## config.mk

```make
export PLATFORM = sky130hd
export DESIGN_NAME = directory_req_arbiter
export DESIGN_NICKNAME = d
export VERILOG_FILES = /design/src/rtl/directory_req_arbiter.sv
export SDC_FILE = /design/constraint.sdc
export NUM_CORES = 2
export LEC_CHECK = 0
export CORE_ASPECT_RATIO = 1.4
export CORE_MARGIN = 1.5
export CORE_UTILIZATION = 55
export DETAILED_ROUTE_END_ITERATION = 10
export HOLD_SLACK_MARGIN = 0.1
export PLACE_DENSITY = 0.77
export SLEW_MARGIN = 5
export SYNTH_ARGS = -nofsm -noshare
export SYNTH_HDL_FRONTEND = slang
export SYNTH_SLANG_ARGS = --single-unit
```

## constraint.sdc

```tcl
create_clock -name clk -period 6.47 [get_ports clk]
set_clock_uncertainty 0.15 [all_clocks]
set_input_delay 1.294 -clock clk [delete_from_list [all_inputs] [get_ports clk]]
set_output_delay 1.294 -clock clk [all_outputs]
set_load 0.02 [all_outputs]
```

## src/rtl/directory_req_arbiter.sv

```systemverilog
`default_nettype none
// ============================================================================
// Module   : directory_req_arbiter
// Purpose  : Request front end for the even/odd directory banks. Each of the
//            three sources (I$, D$, MEM) feeds a private FIFO. The FIFO head
//            is steered to a bank by line parity (addr[4]) and each bank runs
//            its own round-robin arbiter. The winning entry is registered onto
//            that bank's request port. The banks never apply backpressure.
// Ports    : clk, rst (asynchronous, active-low)
//            <s>_req_valid/ready/addr/data/op/dest   s = ic, dc, mem
//            <b>_addr/data/op/src/dest_out           b = even, odd
//            <b>_op_out == 0 means "no request this cycle".
// Config   : DIR_ARB_MEM_PRIO_EN - when defined, a mem candidate always wins
//            both bank arbiters. ic/dc round-robin between themselves and the
//            pointer never records a mem grant.
// Revision : 1.0 - initial release
// ============================================================================
module directory_req_arbiter #(
    parameter int CL_SIZE    = 128,
    parameter int FIFO_DEPTH = 4
) (
    input  logic               clk,
    input  logic               rst,

    input  logic               ic_req_valid,
    output logic               ic_req_ready,
    input  logic [31:0]        ic_req_addr,
    input  logic [CL_SIZE-1:0] ic_req_data,
    input  logic [2:0]         ic_req_op,
    input  logic [1:0]         ic_req_dest,

    input  logic               dc_req_valid,
    output logic               dc_req_ready,
    input  logic [31:0]        dc_req_addr,
    input  logic [CL_SIZE-1:0] dc_req_data,
    input  logic [2:0]         dc_req_op,
    input  logic [1:0]         dc_req_dest,

    input  logic               mem_req_valid,
    output logic               mem_req_ready,
    input  logic [31:0]        mem_req_addr,
    input  logic [CL_SIZE-1:0] mem_req_data,
    input  logic [2:0]         mem_req_op,
    input  logic [1:0]         mem_req_dest,

    output logic [31:0]        even_addr_out,
    output logic [CL_SIZE-1:0] even_data_out,
    output logic [2:0]         even_op_out,
    output logic [1:0]         even_src_out,
    output logic [1:0]         even_dest_out,

    output logic [31:0]        odd_addr_out,
    output logic [CL_SIZE-1:0] odd_data_out,
    output logic [2:0]         odd_op_out,
    output logic [1:0]         odd_src_out,
    output logic [1:0]         odd_dest_out
);

    localparam int NSRC  = 3;
    localparam int NBANK = 2;
    localparam int PTR_W = $clog2(FIFO_DEPTH);
    localparam int CNT_W = $clog2(FIFO_DEPTH) + 1;

    // Source indices; the source code driven on <b>_src_out is index + 1.
    localparam logic [1:0] C_IDX_IC  = 2'd0;
    localparam logic [1:0] C_IDX_DC  = 2'd1;
    localparam logic [1:0] C_IDX_MEM = 2'd2;
    localparam logic [2:0] C_OP_NOOP = 3'd0;

    typedef struct packed {
        logic [31:0]        addr;
        logic [CL_SIZE-1:0] data;
        logic [2:0]         op;
        logic [1:0]         dest;
    } req_entry_t;

    // ------------------------------------------------------------------
    // Source-side signals
    // ------------------------------------------------------------------
    logic [NSRC-1:0]   in_valid;
    logic [NSRC-1:0]   in_ready;
    logic [NSRC-1:0]   push;
    logic [NSRC-1:0]   pop;
    logic [NSRC-1:0]   nonempty;
    logic [NSRC-1:0]   head_odd;
    req_entry_t        in_entry   [NSRC];
    req_entry_t        head_entry [NSRC];

    req_entry_t        fifo_mem_q [NSRC][FIFO_DEPTH];
    logic [CNT_W-1:0]  count_q [NSRC];
    logic [CNT_W-1:0]  count_d [NSRC];
    logic [PTR_W-1:0]  rptr_q  [NSRC];
    logic [PTR_W-1:0]  rptr_d  [NSRC];
    logic [PTR_W-1:0]  wptr_q  [NSRC];
    logic [PTR_W-1:0]  wptr_d  [NSRC];

    // ------------------------------------------------------------------
    // Bank-side signals (index 0 = even, 1 = odd)
    // ------------------------------------------------------------------
    logic [NSRC-1:0]    cand      [NBANK];
    logic               gnt_any   [NBANK];
    logic [1:0]         gnt_idx   [NBANK];
    logic [1:0]         rr_ptr_q  [NBANK];
    logic [1:0]         rr_ptr_d  [NBANK];

    logic [31:0]        out_addr_q [NBANK];
    logic [31:0]        out_addr_d [NBANK];
    logic [CL_SIZE-1:0] out_data_q [NBANK];
    logic [CL_SIZE-1:0] out_data_d [NBANK];
    logic [2:0]         out_op_q   [NBANK];
    logic [2:0]         out_op_d   [NBANK];
    logic [1:0]         out_src_q  [NBANK];
    logic [1:0]         out_src_d  [NBANK];
    logic [1:0]         out_dest_q [NBANK];
    logic [1:0]         out_dest_d [NBANK];

    // First candidate strictly after 'last' in ic -> dc -> mem -> ic order.
    // Scanning from the farthest distance down lets the nearest one win.
    function automatic logic [1:0] rr_pick(input logic [1:0]      last,
                                           input logic [NSRC-1:0] c);
        logic [1:0] pick;
        logic [1:0] s;
        pick = last;
        for (int k = NSRC; k >= 1; k--) begin
            s = 2'((int'(last) + k) % NSRC);
            if (c[s]) begin
                pick = s;
            end
        end
        return pick;
    endfunction

    // ------------------------------------------------------------------
    // Input packing
    // ------------------------------------------------------------------
    always_comb begin
        in_valid    = {mem_req_valid, dc_req_valid, ic_req_valid};
        in_entry[0] = {ic_req_addr,  ic_req_data,  ic_req_op,  ic_req_dest};
        in_entry[1] = {dc_req_addr,  dc_req_data,  dc_req_op,  dc_req_dest};
        in_entry[2] = {mem_req_addr, mem_req_data, mem_req_op, mem_req_dest};
    end

    assign ic_req_ready  = in_ready[C_IDX_IC];
    assign dc_req_ready  = in_ready[C_IDX_DC];
    assign mem_req_ready = in_ready[C_IDX_MEM];

    // ------------------------------------------------------------------
    // FIFO status and head decode
    // ------------------------------------------------------------------
    always_comb begin
        for (int s = 0; s < NSRC; s++) begin
            // Ready comes from the registered count only, so a full FIFO
            // stays not-ready even in the cycle its head pops. It is also
            // forced low while reset is held.
            in_ready[s]   = rst && (count_q[s] < CNT_W'(FIFO_DEPTH));
            // NOOP requests complete the handshake but are dropped.
            push[s]       = in_valid[s] && in_ready[s] && (in_entry[s].op != C_OP_NOOP);
            nonempty[s]   = (count_q[s] != '0);
            head_entry[s] = fifo_mem_q[s][rptr_q[s]];
            head_odd[s]   = head_entry[s].addr[4];
        end
    end

    // ------------------------------------------------------------------
    // Per-bank arbitration. A head targets exactly one bank, so a source
    // can never be granted by both banks in the same cycle.
    // ------------------------------------------------------------------
    always_comb begin
        for (int b = 0; b < NBANK; b++) begin
            for (int s = 0; s < NSRC; s++) begin
                cand[b][s] = nonempty[s] && (head_odd[s] == (b == 1));
            end
            gnt_any[b]  = |cand[b];
            gnt_idx[b]  = rr_pick(rr_ptr_q[b], cand[b]);
            rr_ptr_d[b] = gnt_any[b] ? gnt_idx[b] : rr_ptr_q[b];
`ifdef DIR_ARB_MEM_PRIO_EN
            // mem overrides the rotation and leaves the pointer where the
            // last ic/dc grant put it, so ic/dc fairness is preserved.
            if (cand[b][C_IDX_MEM]) begin
                gnt_idx[b]  = C_IDX_MEM;
                rr_ptr_d[b] = rr_ptr_q[b];
            end
`endif
        end
    end

    // ------------------------------------------------------------------
    // Pop decode and FIFO pointer / count update
    // ------------------------------------------------------------------
    always_comb begin
        for (int s = 0; s < NSRC; s++) begin
            pop[s] = (gnt_any[0] && (gnt_idx[0] == 2'(s))) ||
                     (gnt_any[1] && (gnt_idx[1] == 2'(s)));

            count_d[s] = count_q[s];
            if (push[s] && !pop[s]) begin
                count_d[s] = count_q[s] + CNT_W'(1);
            end else if (pop[s] && !push[s]) begin
                count_d[s] = count_q[s] - CNT_W'(1);
            end

            // Depth is a power of two, so natural overflow wraps the pointers.
            wptr_d[s] = push[s] ? (wptr_q[s] + PTR_W'(1)) : wptr_q[s];
            rptr_d[s] = pop[s]  ? (rptr_q[s] + PTR_W'(1)) : rptr_q[s];
        end
    end

    // ------------------------------------------------------------------
    // Bank output next-state: load the granted head, otherwise drop op to
    // NOOP and hold the remaining fields.
    // ------------------------------------------------------------------
    always_comb begin
        for (int b = 0; b < NBANK; b++) begin
            out_addr_d[b] = out_addr_q[b];
            out_data_d[b] = out_data_q[b];
            out_src_d[b]  = out_src_q[b];
            out_dest_d[b] = out_dest_q[b];
            out_op_d[b]   = C_OP_NOOP;
            if (gnt_any[b]) begin
                out_addr_d[b] = head_entry[gnt_idx[b]].addr;
                out_data_d[b] = head_entry[gnt_idx[b]].data;
                out_op_d[b]   = head_entry[gnt_idx[b]].op;
                out_dest_d[b] = head_entry[gnt_idx[b]].dest;
                out_src_d[b]  = gnt_idx[b] + 2'd1;
            end
        end
    end

    // ------------------------------------------------------------------
    // FIFO storage: write-only on push, no reset needed since validity is
    // tracked entirely by the counters.
    // ------------------------------------------------------------------
    always_ff @(posedge clk) begin
        for (int s = 0; s < NSRC; s++) begin
            if (push[s]) begin
                fifo_mem_q[s][wptr_q[s]] <= in_entry[s];
            end
        end
    end

    // ------------------------------------------------------------------
    // Control and output registers
    // ------------------------------------------------------------------
    always_ff @(posedge clk or negedge rst) begin
        if (!rst) begin
            for (int s = 0; s < NSRC; s++) begin
                count_q[s] <= '0;
                rptr_q[s]  <= '0;
                wptr_q[s]  <= '0;
            end
            for (int b = 0; b < NBANK; b++) begin
                // Pointer at mem makes ic the first choice after reset.
                rr_ptr_q[b]   <= C_IDX_MEM;
                out_addr_q[b] <= '0;
                out_data_q[b] <= '0;
                out_op_q[b]   <= '0;
                out_src_q[b]  <= '0;
                out_dest_q[b] <= '0;
            end
        end else begin
            for (int s = 0; s < NSRC; s++) begin
                count_q[s] <= count_d[s];
                rptr_q[s]  <= rptr_d[s];
                wptr_q[s]  <= wptr_d[s];
            end
            for (int b = 0; b < NBANK; b++) begin
                rr_ptr_q[b]   <= rr_ptr_d[b];
                out_addr_q[b] <= out_addr_d[b];
                out_data_q[b] <= out_data_d[b];
                out_op_q[b]   <= out_op_d[b];
                out_src_q[b]  <= out_src_d[b];
                out_dest_q[b] <= out_dest_d[b];
            end
        end
    end

    assign even_addr_out = out_addr_q[0];
    assign even_data_out = out_data_q[0];
    assign even_op_out   = out_op_q[0];
    assign even_src_out  = out_src_q[0];
    assign even_dest_out = out_dest_q[0];

    assign odd_addr_out  = out_addr_q[1];
    assign odd_data_out  = out_data_q[1];
    assign odd_op_out    = out_op_q[1];
    assign odd_src_out   = out_src_q[1];
    assign odd_dest_out  = out_dest_q[1];

endmodule
`default_nettype wire

```

# [After elaboration in Yosys (flattened, before gate mapping)]
# Memory sizes are Yosys's and may differ from the RTL's.
# Index checks and enable logic that the tools add are counted.
[word_totals] regBits=359 inputBits=500 word_cells=188 mem_bits_rw=1980 mem_count=1
[op_classes] n_div=6 n_reduce_logical=52 n_addsub=20 n_bitwise=11 magnitude_cmp=20 eq_ne=4 mux=53
[mem_list] memory="fifo_mem_q" words=3 word_bits=660 rd=3 rd_clocked_by_memory_dff=0 write_ports=3 line="89" text="req_entry_t fifo_mem_q [NSRC][FIFO_DEPTH];"
[ops] operator="$mux W165" n=13
[ops] operator="$mux W660" n=3
[ops] operator="$bmux W165 S2" n=5
[ops] operator="$demux W165 S2" n=3
[ops] operator="$mod A32 B3 Y32 const B" n=6
[ops] operator="$logic_and A1 B1 Y1" n=30
[ops] operator="$ge A3 B3 Y1 const B" n=8
[ops] operator="$mux W3" n=8
[ops] operator="$not A2 Y3" n=8
[ops] operator="$lt A2 B3 Y1 const B" n=6
[ops] operator="$reduce_bool A3 Y1" n=6
[ops] operator="$add A2 B1 Y2 const B" n=8
[ops] operator="$add A2 B2 Y3 const B" n=4
[ops] operator="$bmux W1 S2" n=6
[ops] operator="$mux W2" n=6
[ops] operator="$add A3 B1 Y3 const B" n=3
[ops] operator="$lt A3 B1 Y1 const B" n=3
[ops] operator="$lt A3 B3 Y1 const B" n=3
[ops] operator="$mux W1" n=9
[ops] operator="$sub A3 B1 Y3 const B" n=3
[ops] operator="$add A2 B1 Y3 const B" n=2
[ops] operator="$logic_not A1 Y1" n=6
[ops] operator="$reduce_bool A2 Y1" n=3
[ops] operator="$reduce_or A3 Y1" n=2
[ops] operator="other kinds (5)" n=12

# [Depth between registers and ports, before layout]
[depth] ltp_word=17 mapped_depth=18 mapped_depth_nobuf=15

# [Worst setup path before layout]
# No wires, ideal clock.
[synth_path] path_type="input to register" startpoint="input rst" endpoint="memory fifo_mem_q[0][0] (netlist name), enable pin" arrival_time_ns=5.843 cell_stages=3 slack_ns=-0.068 path_buffers=0 setup_ns=0.545 cell_sequence="nor2b_1 o311a_1 and2_1"
[synth_rtl] element="start, declared" line="23" text="input logic rst,"
[synth_rtl] element="end, declared" line="89"

# [Final worst setup path]
[layout_path] startpoint="register rptr_q[0] (netlist name)" endpoint="register out_data_q, in the netlist odd_data_out[45]"
[layout_between] elab_chain_cells=14 word_cells_on_any_way=19 cone_classes="15 x mux; 2 x bitwise; 2 x reduce/logical"
[layout_lines] element="start, declared" line="92" text="logic [PTR_W-1:0] rptr_q [NSRC];"
[layout_lines] element="start signal, assigned by index" line="263" text="rptr_q[s] <= rptr_d[s];"
[layout_lines] element="$not A2 Y3 (not written as such) (*)" line="159" text="head_entry[s] = fifo_mem_q[s][rptr_q[s]];"
[layout_lines] element="$bmux W165 S2 (*)" line="159"
[layout_lines] element="$mux W165 (not written as such) (*) (2 in series)" line="159"
[layout_lines] element="$logic_and A1 B1 Y1" line="171" text="cand[b][s] = nonempty[s] && (head_odd[s] == (b == 1));"
[layout_lines] element="$bmux W1 S2" line="126" text="if (c[s]) begin"
[layout_lines] element="$mux W1 (not written as such)" line="126"
[layout_lines] element="$mux W2 (3 in series)" line="126"
[layout_lines] element="$not A2 Y3 (not written as such)" line="221" text="out_data_d[b] = head_entry[gnt_idx[b]].data;"
[layout_lines] element="$bmux W165 S2" line="221"
[layout_lines] element="$mux W165 (2 in series)"
[layout_lines] element="end signal, assigned by index" line="269" text="out_data_q[b] <= out_data_d[b];"
[layout_lines] element="end, declared" line="108" text="logic [CL_SIZE-1:0] out_data_q [NBANK];"
# Every way passes the cells marked *; elsewhere a longest branch is shown, timed or not. The select of a mux whose other input is x is not followed.
# A chain may end at the register's enable or synchronous reset.

==> results.ini <==
[clocking]
path_clk_slew_ns = 0.07
cts_buffer_depth = 3
ctsHoldBuffers = 0
clkLatencyLatePin_ns = 0.85
h-tree-depth = 4
cts_tree = done
postCtsSetupBuffers = 0
root_buffer = clkbuf_16
numCtsBuffers = 207
cts.sinks = 2339
cts-resized-gates = 0

[setup_path]
cp_slowest_cell = a211o_4
arrival_ns = 5.87
end_kind = flip-flop
criticalPathCategory = flip-flop to flip-flop
cp.buffers_inverters = 1
cp_slowest_stage_delay_ns = 0.93
crit_cells = 8
crit_fanout = 69
crit_chain = mux4_2 > nor2b_1 > a211oi_1 > a211o_4 > and2_4 > buf_4 > a21oi_1 > a21oi_1
required_ns = 7.08
cp_top_family = compound AO/OA/AOI/OAI gates
worstRegToRegCells = 8
crit_path_start_kind = flip-flop
cp_common_cell = a21oi_1

[logic_synthesis]
netlist_instances = 4796
post-synth-top-count-cell = edfxtp_1
ys_types = 52
synth_common_cells = 1980 x edfxtp_1, 495 x mux4_2, 357 x dfrtp_1
yosys-top-cells-area = edfxtp_1 66%, mux4_2 12%, dfrtp_1 9.9%
synth_nets = 5318
synth_top_area_share_pct = 65.6
yosys_most_used_dff = edfxtp_1
syn-cell-area_sq_mm = 0.0906
async_reset_ff_share_pct = 15.3
synth_edf_count = 1980
ys_seq_area_share_pct = 75.5
syn_avg_cell_area_sq_um = 18.9
synth_area_leader_cell = edfxtp_1
synth_seq_cells = 2339
yosysWarningCount = 0

[power_and_ir_drop]
p_leak_nw = 36.8
power_switching_w = 0.0234
pwr-share-comb_pct = 45.0
powerDensity_mw_per_mm2 = 546
seqPwrFrac_pct = 34.0
pwr-share-clk_pct = 20.9
ir_drop_uv = 991
switching_share_pct = 39.4
p_int_w = 0.0360

[grt]
grt_use_total_pct = 31.2
overflow = 0
antenna_found_initial = 132
grt_pass1_wl_um = 373000
first_global_vias = 52658
grt_max_degree = 124

[finish]
area_delta_synth_final_pct = 20.1
fill_cells = 10594
nets = 6165
post-route-util_pct = 66.3
fin_area_sq_mm = 0.109
drive_gt1_share_pct = 16.5

[die]
core_sq_mm = 0.164
dieArea_sq_mm = 0.167
initial_core_util_pct = 55.2
rows = 176
die_w_um = 346
io_pins = 837
die_y_um = 483

[place]
port-buffer-count = 836
place_ws_ns = 1.30
place_area_sq_mm = 0.102
gp_congestion = 0.840
hpwlAfterDp_um = 161000

[run_status]
status = complete, but fails checks
failed_checks = max-slew violations

[sta]
report.final.slew_viol_count = 52
setup_viol = 0
post-route-min-period_ns = 5.25
hold_viol = 0
fmax_mhz = 190
hold_ws_ns = 0.192
finalWorstSetupSlack_ns = 1.22
tightest_slew_ns = 1.69
slew_headroom_pct = -12.5
min_period_over_period_pct = 81.2
rsz0062_at_grt = no

[route]
dr.pass1.iters = 6
ant_nets = 0
num_vias = 52378
wl_per_cell_um = 32.6
avgViaCountPerCell = 6.52
wl_um = 262000
first_iter_violations = 6665
drc = 0

[job]
cap_violations = 0

[worst_hold_path]
hold_class = input port to asynchronous set/reset pin

-- final cells by class --
cell class | instances | area, sq um | area share (%)
tap | 2136 | 2670 | 2.46
sequential | 2339 | 68500 | 62.9
antenna | 77 | 193 | 0.177
clock buffer | 274 | 5630 | 5.17
timing repair buffer | 939 | 9610 | 8.83
multi-input combinational | 2138 | 21000 | 19.3
inverter | 18 | 72.6 | 0.0667
clock inverter | 114 | 1230 | 1.13
-- worst reg2reg max path, stage by stage (launching register included) --
cell,delay [ns]
dfrtp_4,0.76
mux4_2,0.67
nor2b_1,0.25
a211oi_1,0.41
a211o_4,0.93
and2_4,0.65
buf_4,0.84
a21oi_1,0.29
a21oi_1,0.21
-- power groups by stage --
stage | Combinational, W | Clock [W] | Sequential, W
floorplan | 0.0158 | 0 | 0.0211
global placement | 0.0257 | 0 | 0.0204
detailed placement | 0.0264 | 0 | 0.0205
CTS | 0.0266 | 0.0125 | 0.0202
global route | 0.0282 | 0.0131 | 0.0203
finish | 0.0268 | 0.0124 | 0.0202
-- logic make-up after synthesis --
family | share of synthesized area (%)
buffers and inverters | 1.47
DFF | 75.5
muxes | 14.2
AOI/OAI and AO/OA | 5.77
xor gates and xnor gates | 0.184
and+or+nand+nor | 2.49
adders and majority gates | 0.329
-- registers in the layout, summed over array words and instances (netlist names), 3 cells and up --
register	count
fifo_mem_q	1980
even_data_out	128
odd_data_out	128
even_addr_out	32
odd_addr_out	32
count_q	9
rptr_q	6
wptr_q	6
rr_ptr_q	4
even_op_out	3
odd_op_out	3
-- worst paths after layout --
check                               startpoint                end  slack, ns
worst max-delay path                 rptr_q[0]   odd_data_out[45]       1.22
worst min-delay path                       rst   odd_data_out[91]       0.19
worst max register to register       rptr_q[0]   odd_data_out[45]       1.22
worst min register to register  odd_src_out[1]     odd_src_out[1]       0.35
max in group asynchronous                  rst  even_data_out[54]       3.23
min in group clk                odd_src_out[1]     odd_src_out[1]       0.35
-- metrics by stage --
step | total power [W] | std cells | TNS [ns]
global placement | 0.0461 | 7570 | 0
floorplan | 0.0369 | 4796 | -44.59
detailed placement | 0.0469 | 7570 | 0
CTS | 0.0593 | 7958 | 0
finish | 0.0594 | 8035 | 0
global route | 0.0616 | 7998 | 0
-- per-layer routing --
metal | vias to the layer above | GRT usage, % | wire [um]
li1 | 20970 | - | -
met1 | 27107 | 39.9 | 92100
met2 | 3458 | 49.2 | 125000
met3 | 713 | 10.7 | 32900
met4 | 130 | 12.9 | 10500
met5 | - | 0 | 872
-- layout by cell type, fill, tap and decap left out, drive strengths merged, types with 13 or more instances in the layout --
master            n
nor2            178
mux4            495
xnor2            13
clkinv           73
clkbuf          274
a21oi           329
bufinv           18
and2             16
ha               19
a22oi           164
mux2i           170
clkdlybuf4s50   835
diode            77
dfrtp           357
o21ai           176
edfxtp         1980
nand2           336
a21o            161
inv              30
buf             104
No activity file was read; power rests on OpenSTA's default activity.
==> RTL change, RTL diff (same settings) <==
`CL_SIZE`: 128 -> 64.
--- a/src/rtl/directory_req_arbiter.sv
+++ b/src/rtl/directory_req_arbiter.sv
@@ -17,5 +17,5 @@
 // ============================================================================
 module directory_req_arbiter #(
-    parameter int CL_SIZE    = 128,
+    parameter int CL_SIZE    = 64,
     parameter int FIFO_DEPTH = 4
 ) (
Ports: changed (5 resized); port bits go from 837 to 517. The function was not compared with the original's and may differ.
==> RTL change against the unedited design <==
Via count shrank 41%. Highest routed layer unchanged. Setup slack gained 170 ps. Routed wire length shrank 43%. Synthesized area shrank 38%. Power shrank 39%. Cell area shrank 38%. Sequential cell count shrank 896. Die area shrank 38%. Non-clock buffer count shrank 380.
==> RTL change: results (changes against the unedited design) <==
| Metric | Value |
|---|---|
| Outcome | `finished clean` |
| Clock Latency Late Sink | `770 ps (-80 ps)` |
| CTS Buf Count | `135 (-35%)` |
| Root buf cell | `clkbuf_16` |
| Delay-heaviest family, CP | `compound AO/OA/AOI/OAI gates` |
| Post-DP Area | `62650 sq um (-38%)` |
| Crit path max fanout | `51 (-26%)` |
| WP data arrival | `5590 ps (-280 ps)` |
| I/O Buffers | `516 (-38%)` |
| CTS max path bufs | `3 (unchanged)` |
| Vias in the first global route | `32510 (-38%)` |
| Nets@finish | `3583 (-42%)` |
| First-pass GRT wire length | `219200 microns (-41%)` |
| Final GP Congestion | `0.8679 (+3.3%)` |
| CP max stage cell | `dfrtp_4` |
| Final HPWL DP | `92450 microns (-42%)` |
| DR pass1 iterations | `6 (unchanged)` |
| VDD IR max | `821.6 uV (-17%)` |
| Gr usage total | `29.56% (-1.7 points)` |
| Reg2Reg Setup Slack | `1390 ps (+170 ps)` |
| DR vias | `30750 (-41%)` |
| R2r endpoint | `even_data_out[59]$_DFFE_PN0P_` |
| Synth top cells by count | `1212 x edfxtp_1, 303 x mux4_2, 229 x dfrtp_1` |
| Post-cts sizing count | `0 (unchanged)` |
| Worst Tran Pin Value | `1230 ps (-457.9 ps)` |
| Synth Warn # | `0 (unchanged)` |
| Synth cell types | `60 (+15%)` |
| Clock slew seen by the registers of the worst setup and hold paths | `60 ps` |
| Top cells by area, synth | `edfxtp_1 65%, mux4_2 12%, dfrtp_1 10%, mux2i_1 3.6%, a221o_1 1.6%` |
| Max cap viols | `0 (unchanged)` |
| Initial antenna violation count | `72 (-45%)` |
| CTS H-Tree Depth | `4 (unchanged)` |
| Number of synthesized flops with an enable pin | `1212 (-39%)` |
| Seq/Total Area, Yosys | `75.33% (-0.20 points)` |
| Layout cells sized above 1 | `18.00% (+1.5 points)` |
| DR iter-0 viols | `3422 (-49%)` |
| Fin Hold WS | `291.2 ps (+98.78 ps)` |
| Number of fill cells | `6351 (-40%)` |
| Slowest cell delay on critical path | `980 ps (+50 ps)` |
| Max reg flops | `1212 (-39%)` |
| Largest net degree at the start of global routing | `114 (-8.1%)` |
| Post-Syn Nets | `3062 (-42%)` |
| Post-Route WL | `150200 microns (-43%)` |
| Async S/R FF share, synth | `16.01% (+0.66 points)` |
| Hold-fix buffers at CTS | `0 (unchanged)` |
| Post-CTS Setup Inserts | `0 (unchanged)` |
| CP Launch Point | `rptr_q[5]$_DFFE_PN0P_` |
| HP Class | `in2async` |
| Pleak | `22.41 nW (-39%)` |
| Rows | `138 (-22%)` |
| Reg2Reg Depth | `9 (+1)` |
-- RTL change: cell type report --
| cell class | instances | share of cell area [%] |
|---|---|---|
| clock buffers | 179 | 5.544 |
| multi-input cells | 1094 | 19.38 |
| diodes | 58 | 0.2153 |
| flip-flops and latches | 1443 | 62.60 |
| well taps | 1330 | 2.469 |
| repair buffers | 559 | 8.371 |
| clock inverters | 72 | 1.301 |
| inverters | 20 | 0.1151 |
-- RTL change: routing by layer --
metal / vias to the layer above / wire (microns) / track usage (%)
met5: - / 245 / 0
met2: 1808 / 76270 / 48.09
met3: 423 / 12920 / 6.923
li1: 12500 / - / -
met4: 36 / 8056 / 17.29
met1: 15990 / 52670 / 36.26
-- RTL change: through the flow --
| step | util [%] | power, mW | worst slack (ps) | cells |
|---|---|---|---|---|
| detailed placement | 62.03 | 27.83 | 1528 | 4446 |
| finish | 66.74 | 35.99 | 1391 | 4755 |
| global placement | 62.03 | 27.27 | 1715 | 4446 |
| floorplan | - | 22.42 | 1444 | 2732 |
| CTS | 66.59 | 36.04 | 1480 | 4697 |
| global route | 66.70 | 37.30 | 1329 | 4741 |
-- RTL change: worst max path at each step --
stage / end / slack (ps) / cells after the start
3_3_place_gp: rptr_q[1]$_DFFE_PN0P_ / 1720 / 9
2_1_floorplan: fifo_mem_q[0][0]$_DFFE_PP_ / 1440 / 3
6_report: even_data_out[59]$_DFFE_PN0P_ / 1390 / 9
4_1_cts: rptr_q[1]$_DFFE_PN0P_ / 1480 / 9
3_5_place_dp: even_data_out[59]$_DFFE_PN0P_ / 1530 / 9
5_1_grt: rptr_q[1]$_DFFE_PN0P_ / 1330 / 9
-- RTL change: logic make-up after synthesis --
| logic type | after synthesis | share of synthesized area (%) |
|---|---|---|
| AO/OA/AOI/OAI | 352 | 4.664 |
| XOR/XNOR | 20 | 0.3128 |
| adder cells (fa/ha/maj) | 22 | 0.5318 |
| AND/OR/NAND/NOR | 191 | 1.841 |
| multiplexers | 509 | 15.88 |
| flip-flops | 1443 | 75.33 |
| buffers and inverters | 195 | 1.446 |
-- RTL change: where the power goes --
group | internal [mW] | switching (mW) | total, mW
clock | 4.69 | 3.50 | 8.19
sequential | 11.6 | 1.02 | 12.6
combinational | 6.42 | 8.79 | 15.2
